$ cat config.mk
export PLATFORM = sky130hd
export DESIGN_NAME = input_conditioner
export DESIGN_NICKNAME = d
export VERILOG_FILES = /design/src/rtl/input_cond_pkg.sv /design/src/rtl/sync_chain.sv /design/src/rtl/input_conditioner.sv
export SDC_FILE = /design/constraint.sdc
export NUM_CORES = 1
export LEC_CHECK = 0
export BUFFER_PORTS_ARGS = -buffer_cell sky130_fd_sc_hd__buf_4
export CORE_MARGIN = 2
export CORE_UTILIZATION = 50
export CTS_CLUSTER_DIAMETER = 80
export DETAILED_ROUTE_END_ITERATION = 16
export PLACE_DENSITY = 0.82
export SKIP_CTS_REPAIR_TIMING = 1
export SKIP_LAST_GASP = 1
export SLEW_MARGIN = 20
export SYNTH_ARGS = -nofsm -noshare
export SYNTH_HDL_FRONTEND = slang
export SYNTH_SLANG_ARGS = --single-unit
$ cat constraint.sdc
create_clock -name clk -period 2.3 [get_ports clk]
set_input_delay 0.345 -clock clk [delete_from_list [all_inputs] [get_ports clk]]
set_output_delay 0.345 -clock clk [all_outputs]
set_load 0.03 [all_outputs]
$ cat src/rtl/input_cond_pkg.sv
// Shared types and defaults for the input conditioner front end.
package input_cond_pkg;

    typedef enum logic [1:0] {
        STABLE_LOW  = 2'd0,
        WAIT_HIGH   = 2'd1,
        STABLE_HIGH = 2'd2,
        WAIT_LOW    = 2'd3
    } cond_state_t;

    localparam int SYNC_STAGES_DEF     = 2;
    localparam int DEBOUNCE_CYCLES_DEF = 4;

endpackage

$ cat src/rtl/sync_chain.sv
// Plain flop chain that brings an asynchronous level into the clk domain.
module sync_chain #(
    parameter int SYNC_STAGES = 2
) (
    input  logic clk,
    input  logic rst,
    input  logic d,
    output logic q
);

    if (SYNC_STAGES < 2) begin : g_stage_check
        $error("sync_chain: SYNC_STAGES must be at least 2");
    end

    logic [SYNC_STAGES-1:0] stages;

    always_ff @(posedge clk or posedge rst) begin
        if (rst) begin
            stages <= '0;
        end else begin
            stages <= {stages[SYNC_STAGES-2:0], d};
        end
    end

    assign q = stages[SYNC_STAGES-1];

endmodule

$ cat src/rtl/input_conditioner.sv
// Synchronise, debounce and glitch-count an external level before edge detection.
// state       | meaning
// STABLE_LOW  | sig_clean low, waiting for a high sample
// WAIT_HIGH   | qualifying a rise, cnt = consecutive high samples
// STABLE_HIGH | sig_clean high, waiting for a low sample
// WAIT_LOW    | qualifying a fall, cnt = consecutive low samples
module input_conditioner
    import input_cond_pkg::*;
#(
    parameter int SYNC_STAGES     = SYNC_STAGES_DEF,
    parameter int DEBOUNCE_CYCLES = DEBOUNCE_CYCLES_DEF,
    parameter int GLITCH_W        = 8
) (
    input  logic                clk,
    input  logic                rst,
    input  logic                sig_raw,
    output logic                sig_clean,
    output logic                settling,
    output logic                glitch_pulse,
    output logic [GLITCH_W-1:0] glitch_cnt
);

    localparam int CNT_W = $clog2(DEBOUNCE_CYCLES) + 1;
    localparam logic [CNT_W-1:0]    CNT_ONE    = CNT_W'(1);
    localparam logic [CNT_W-1:0]    CNT_LAST   = CNT_W'(DEBOUNCE_CYCLES - 1);
    localparam logic [GLITCH_W-1:0] GLITCH_MAX = '1;

    if (DEBOUNCE_CYCLES < 2) begin : g_debounce_check
        $error("input_conditioner: DEBOUNCE_CYCLES must be at least 2");
    end

    logic             sync_q;
    cond_state_t      state;
    logic [CNT_W-1:0] cnt;

    sync_chain #(
        .SYNC_STAGES(SYNC_STAGES)
    ) u_sync_chain (
        .clk(clk),
        .rst(rst),
        .d  (sig_raw),
        .q  (sync_q)
    );

    always_ff @(posedge clk or posedge rst) begin
        if (rst) begin
            state        <= STABLE_LOW;
            cnt          <= '0;
            sig_clean    <= 1'b0;
            glitch_pulse <= 1'b0;
            glitch_cnt   <= '0;
        end else begin
            glitch_pulse <= 1'b0;
            case (state)
                STABLE_LOW: begin
                    if (sync_q) begin
                        state <= WAIT_HIGH;
                        cnt   <= CNT_ONE;
                    end
                end
                WAIT_HIGH: begin
                    if (!sync_q) begin
                        state        <= STABLE_LOW;
                        cnt          <= '0;
                        glitch_pulse <= 1'b1;
                        if (glitch_cnt != GLITCH_MAX) glitch_cnt <= glitch_cnt + GLITCH_W'(1);
                    end else if (cnt == CNT_LAST) begin
                        state     <= STABLE_HIGH;
                        sig_clean <= 1'b1;
                        cnt       <= '0;
                    end else begin
                        cnt <= cnt + CNT_ONE;
                    end
                end
                STABLE_HIGH: begin
                    if (!sync_q) begin
                        state <= WAIT_LOW;
                        cnt   <= CNT_ONE;
                    end
                end
                WAIT_LOW: begin
                    // A high sample while qualifying a fall is the mirror-image glitch.
                    if (sync_q) begin
                        state        <= STABLE_HIGH;
                        cnt          <= '0;
                        glitch_pulse <= 1'b1;
                        if (glitch_cnt != GLITCH_MAX) glitch_cnt <= glitch_cnt + GLITCH_W'(1);
                    end else if (cnt == CNT_LAST) begin
                        state     <= STABLE_LOW;
                        sig_clean <= 1'b0;
                        cnt       <= '0;
                    end else begin
                        cnt <= cnt + CNT_ONE;
                    end
                end
                default: begin
                    state <= STABLE_LOW;
                    cnt   <= '0;
                end
            endcase
        end
    end

    assign settling = (state == WAIT_HIGH) || (state == WAIT_LOW);

endmodule

After elaboration in Yosys (flattened, before gate mapping)
Cells that the tools add are included.
{ "word_totals": {"out_inout_bits": 11, "word_cells": 55, "ff_bits": 17, "in_bits": 3} }
{ "op_classes": {"n_eq_ne": 15, "n_addsub": 2, "reduce_logical": 7, "muxes": 25} }
{ "op_table": {"columns": ["op", "count"], "rows": [
  ["8-bit two-way mux", 3],
  ["8-bit case mux with 2 select lines", 1],
  ["3-bit two-way mux", 5],
  ["2-bit two-way mux", 6],
  ["3-bit case mux with 4 select lines", 1],
  ["2-bit != test, second input constant", 5],
  ["8-bit by 1-bit adder with 8-bit output, second input constant", 1],
  ["8-bit != test, second input constant", 1],
  ["2-bit case mux with 4 select lines", 1],
  ["1-bit two-way mux", 6],
  ["2-bit by 1-bit != test with 1-bit output, second input constant", 3],
  ["5-bit AND reduction", 1],
  ["2-bit == test, second input constant", 2],
  ["1-bit case mux with 2 select lines", 2],
  ["4-bit AND reduction", 1],
  ["3-bit by 1-bit adder with 3-bit output, second input constant", 1],
  ["3-bit by 2-bit == test with 1-bit output, second input constant", 1],
  ["3-bit by 2-bit != test with 1-bit output, second input constant", 1],
  ["3-bit != test, second input constant", 1],
  ["3-bit AND reduction", 1],
  ["2-bit by 1-bit == test with 1-bit output, second input constant", 1],
  ["2-bit zero test", 1],
  ["2-bit AND reduction", 1],
  ["2-bit nonzero test", 1],
  ["1-bit logical OR", 1]
]} }

Depth between registers and ports, before layout
{ "logic_depth": {"depth_word": 4, "ltp_mapped": 4, "depth_no_buf": 4} }

Cells and area by module
Synthesis repeated with hierarchy kept, for this count alone.
{ "hier_totals": {"cells_unflattened": 68, "area_unflattened_um2": 809.5} }
{ "by_module_without_submodules": {"columns": ["mod", "area_each_um2", "instances", "cells_each", "seq_area_each_um2"], "rows": [
  ["input_conditioner", 755.7, 1, 65, 375.4],
  ["sync_chain", 53.8, 1, 3, 50.0]
]} }

Worst setup path before layout
Ideal clock, no wire load.
{ "synth_path": {"path_type": "register to register", "from": "register glitch_cnt[0]", "to": "register glitch_cnt[1]", "arrival_ns": 1.627, "setup_time_ns": 0.125, "path_stages_with_launch": 5, "required_ns": 2.175, "path_buffers": 0, "slack_ns": 0.548, "synth_period_minus_slack_ns": 1.752, "cell_sequence": "dfrtp_1 > ha_1 > and3_1 > a211o_2 > mux2_4"} }
{ "synth_between": {"elab_chain_cells": 4, "elab_cells_between_ends": 6, "cone_classes": "add/sub: 1; eq/ne: 1; mux: 4"} }
{ "synth_rtl": {"columns": ["element", "line_no", "text"], "rows": [
  ["start: declaration", "input_conditioner.sv:20", "output logic [GLITCH_W-1:0] glitch_cnt"],
  ["start signal: assignment", "input_conditioner.sv:66", "if (glitch_cnt != GLITCH_MAX) glitch_cnt <= glitch_cnt + GLITCH_W'(1);"],
  ["start signal: assignment", "input_conditioner.sv:87", "if (glitch_cnt != GLITCH_MAX) glitch_cnt <= glitch_cnt + GLITCH_W'(1);"],
  ["8-bit by 1-bit adder with 8-bit output or 8-bit != test (tied branches)", "input_conditioner.sv:66, input_conditioner.sv:87", null],
  ["8-bit two-way mux *", "input_conditioner.sv:66, input_conditioner.sv:87", null],
  ["8-bit two-way mux, on equally long branches", "input_conditioner.sv:83, input_conditioner.sv:62", null],
  ["8-bit case mux with 2 select lines *", "input_conditioner.sv:54", "case (state)"]
]} }
Every way passes the cells marked *; elsewhere a longest branch is shown, timed or not. The select of a mux whose other input is x is not followed.
A chain may end at the register's enable or synchronous reset.

Final worst setup path
Same ends and word-level chain as after synthesis.

==> results_dict.tcl <==
set metrics [dict create \
    outcome "completed" \
    io_buffers 13 \
    yosysWarnings 0 \
    firstDrtPassIters 4 \
    relSlewSlack_pct 58.7 \
    top_layer_used "met4" \
    grt_pass1_vias 509 \
    drv_cap 0 \
    vias 596 \
    arrival_ns 1.90 \
    synth.distinct_cells 31 \
    drt_wl_total_mm 1.42 \
    post-route-util_pct 61.9 \
    synth_area_leader_cell "dfrtp_1" \
    leakage_nw 0.453 \
    seq_area_frac_synth_pct 53.4 \
    synthMuxAreaShare_pct 4.71 \
    synthSimpleGateAreaFrac_pct 17.7 \
    cts_tree "built" \
    cts_buffers 3 \
    synth_top_area_share_pct 53.4 \
    cp_slowest_cell "dfrtp_1" \
    total_power_mw 1.25 \
    ant_nets 0 \
    hpwl_mm 1.00 \
    ir_worst_vdd_uv 615 \
    finalSetupViolCount 0 \
    clock_latency_ns 0.29 \
    crit_type "register to register" \
    grt_usage_pct 17.0 \
    r2r-end "glitch_cnt[1]" \
    viasPerCell 5.79 \
    tightest_slew_ns 0.619 \
    final_common_cell "dfrtp_1" \
    slew_violations 0 \
    core_um2 1510 \
    synth-compound-area-share_pct 13.2 \
    grt_max_degree 18 \
    final_hold_viol_count 0 \
    synth_xor_area_share_pct 5.34 \
    met3_length_um 68 \
    clk_path_buf_depth 2 \
    syn_area_um2 797 \
    fin_nets 93 \
    grt_antenna_before_repair 0 \
    synth_fa_ha_area_share_pct 3.14 \
    wl_met2_um 623 \
    htreeDepth 1 \
    synth_nets 77 \
    wl_met1_um 676 \
    p_per_area_nw_per_um2 1350 \
    clk_pin_slew_ns 0.10 \
    fin_setup_tns_ns 0 \
    start_kind "register" \
    fillers 127 \
    die-area_um2 1930 \
    multi_input_area_um2 352 \
    grt_pass1_wl_mm 2.24 \
    cp.required_ns 2.49 \
    io_pins 14 \
    syn_to_final_growth_pct 17.0 \
    row_count 14 \
    synth_area_leaders "dfrtp_1 (53%), a31oi_1 (3.9%), ha_1 (3.1%)" \
    slowest_delay_ns 0.43 \
    drtIter0Drc 11 \
    synth_cells 72 \
    fin_ws_ns 0.589 \
    synth_top_family_by_area "simple AND/OR/NAND/NOR gates" \
    dieWidth_um 43.9 \
    drive_above_1_share_pct 21.8 \
    timing.hold.ws_ns 0.122 \
    start_util_pct 52.9 \
    place_ws_ns 0.613 \
    synth-seq-cells 17 \
    r2r-start "glitch_cnt[0]" \
    avgSynthCellArea_um2 11.1 \
    layout_common_cells "dfrtp_1 (17), buf_4 (13), nand2_1 (5), a31oi_1 (5)" \
    root_buffer "clkbuf_4" \
    drc 0 \
    fin_skew_ns 0.00275 \
    fmax_ghz 0.584 \
    endpoint_kind "register" \
    grt_remaining_overflow 0 \
    insertedDiodeCount 0 \
    worstPathCellList "ha_1, and3_1, a211o_2, mux2_4" \
    wl_per_cell_um 13.8 \
    hold_class "input port to asynchronous set/reset pin" \
    seqCellArea_um2 425 \
    path_max_fanout 7 \
    gp_congestion 0.775 \
    finalCritPeriodShare_pct 74.4 \
    rsz0062_at_grt "false" \
    die_h_um 43.9 \
    cts_sinks 17 \
    min_period_ns 1.71 \
    reg2reg_slack_ns 0.59 \
    reg2reg_depth 4 \
]
==> worst max-delay path: cells and delay by family (launching register included) <==
kind / cells / cell delay [ns]
AOI/OAI and AO/OA: 1 / 0.36
adders and majority gates: 1 / 0.29
DFF: 1 / 0.43
muxes: 1 / 0.30
and+or+nand+nor: 1 / 0.21
==> sequential cells by signal, summed over array words and instances (netlist names), named ones only <==
signal,count
glitch_cnt,8
cnt,3
u_sync_chain.stages,2
glitch_pulse,1
sig_clean,1
state,1
==> worst max-delay path by stage <==
stage / to / from / cells past startpoint
after floorplan: glitch_cnt[1] / glitch_cnt[0] / 4
after global placement: glitch_cnt[1] / glitch_cnt[0] / 4
after detailed placement: glitch_cnt[1] / glitch_cnt[0] / 4
after CTS: glitch_cnt[1] / glitch_cnt[0] / 4
after global routing: glitch_cnt[1] / glitch_cnt[0] / 4
final: glitch_cnt[1] / glitch_cnt[0] / 4
==> layer usage <==
layer / up-vias / track usage, %
met2: 22 / 25.6
met4: 0 / 14.5
met1: 279 / 21.1
li1: 290 / -
met5: - / 0
met3: 5 / 2.50
==> stage by stage <==
step	area, µm²	std cells
floorplan	797	72
global placement	906	99
detailed placement	906	99
CTS	932	103
global route	932	103
finish	932	103
==> cells by family (layout without fill, tap and decap cells) <==
kind of cell,count (synthesis),after routing
AO/OA/AOI/OAI,16,16
AND/OR/NAND/NOR,25,25
adder cells (fa/ha/maj),2,2
XOR/XNOR,4,4
multiplexers,3,3
buffers and inverters,5,20
flip-flops,17,17
==> cell usage after synthesis <==
cell,n
inv_1,3
a31oi_1,5
mux2_4,1
buf_2,1
nor2b_1,1
a211oi_1,1
and2_1,1
a21boi_0,1
ha_1,2
nor3_1,1
and3b_1,1
nand2_1,5
nand3_1,2
nand3b_1,1
nand4_1,2
a211o_2,1
xnor2_2,1
and4_1,2
xnor2_1,1
nor4_1,1
xor2_1,2
nor2_1,3
a21oi_1,2
o41ai_1,1
o21a_1,2
nand2b_1,2
o21ai_0,3
and3_1,3
mux2_1,2
clkbuf_1,1
dfrtp_1,17
==> power breakdown <==
group          leakage (nW)  total [mW]  switching (mW)  internal, mW
registers             0.209       0.518           0.123         0.395
logic                 0.229       0.576           0.335         0.240
clock network        0.0150       0.161          0.0932        0.0676
==> cell type report <==
cell class              count  share of cell area, %
clock buffers               4                   2.82
inverters                   3                   1.21
multi-input cells          50                   37.7
flip-flops and latches     17                   45.6
well taps                  16                   2.15
repair buffers             13                   10.5
No activity file was read; power rests on OpenSTA's default activity.
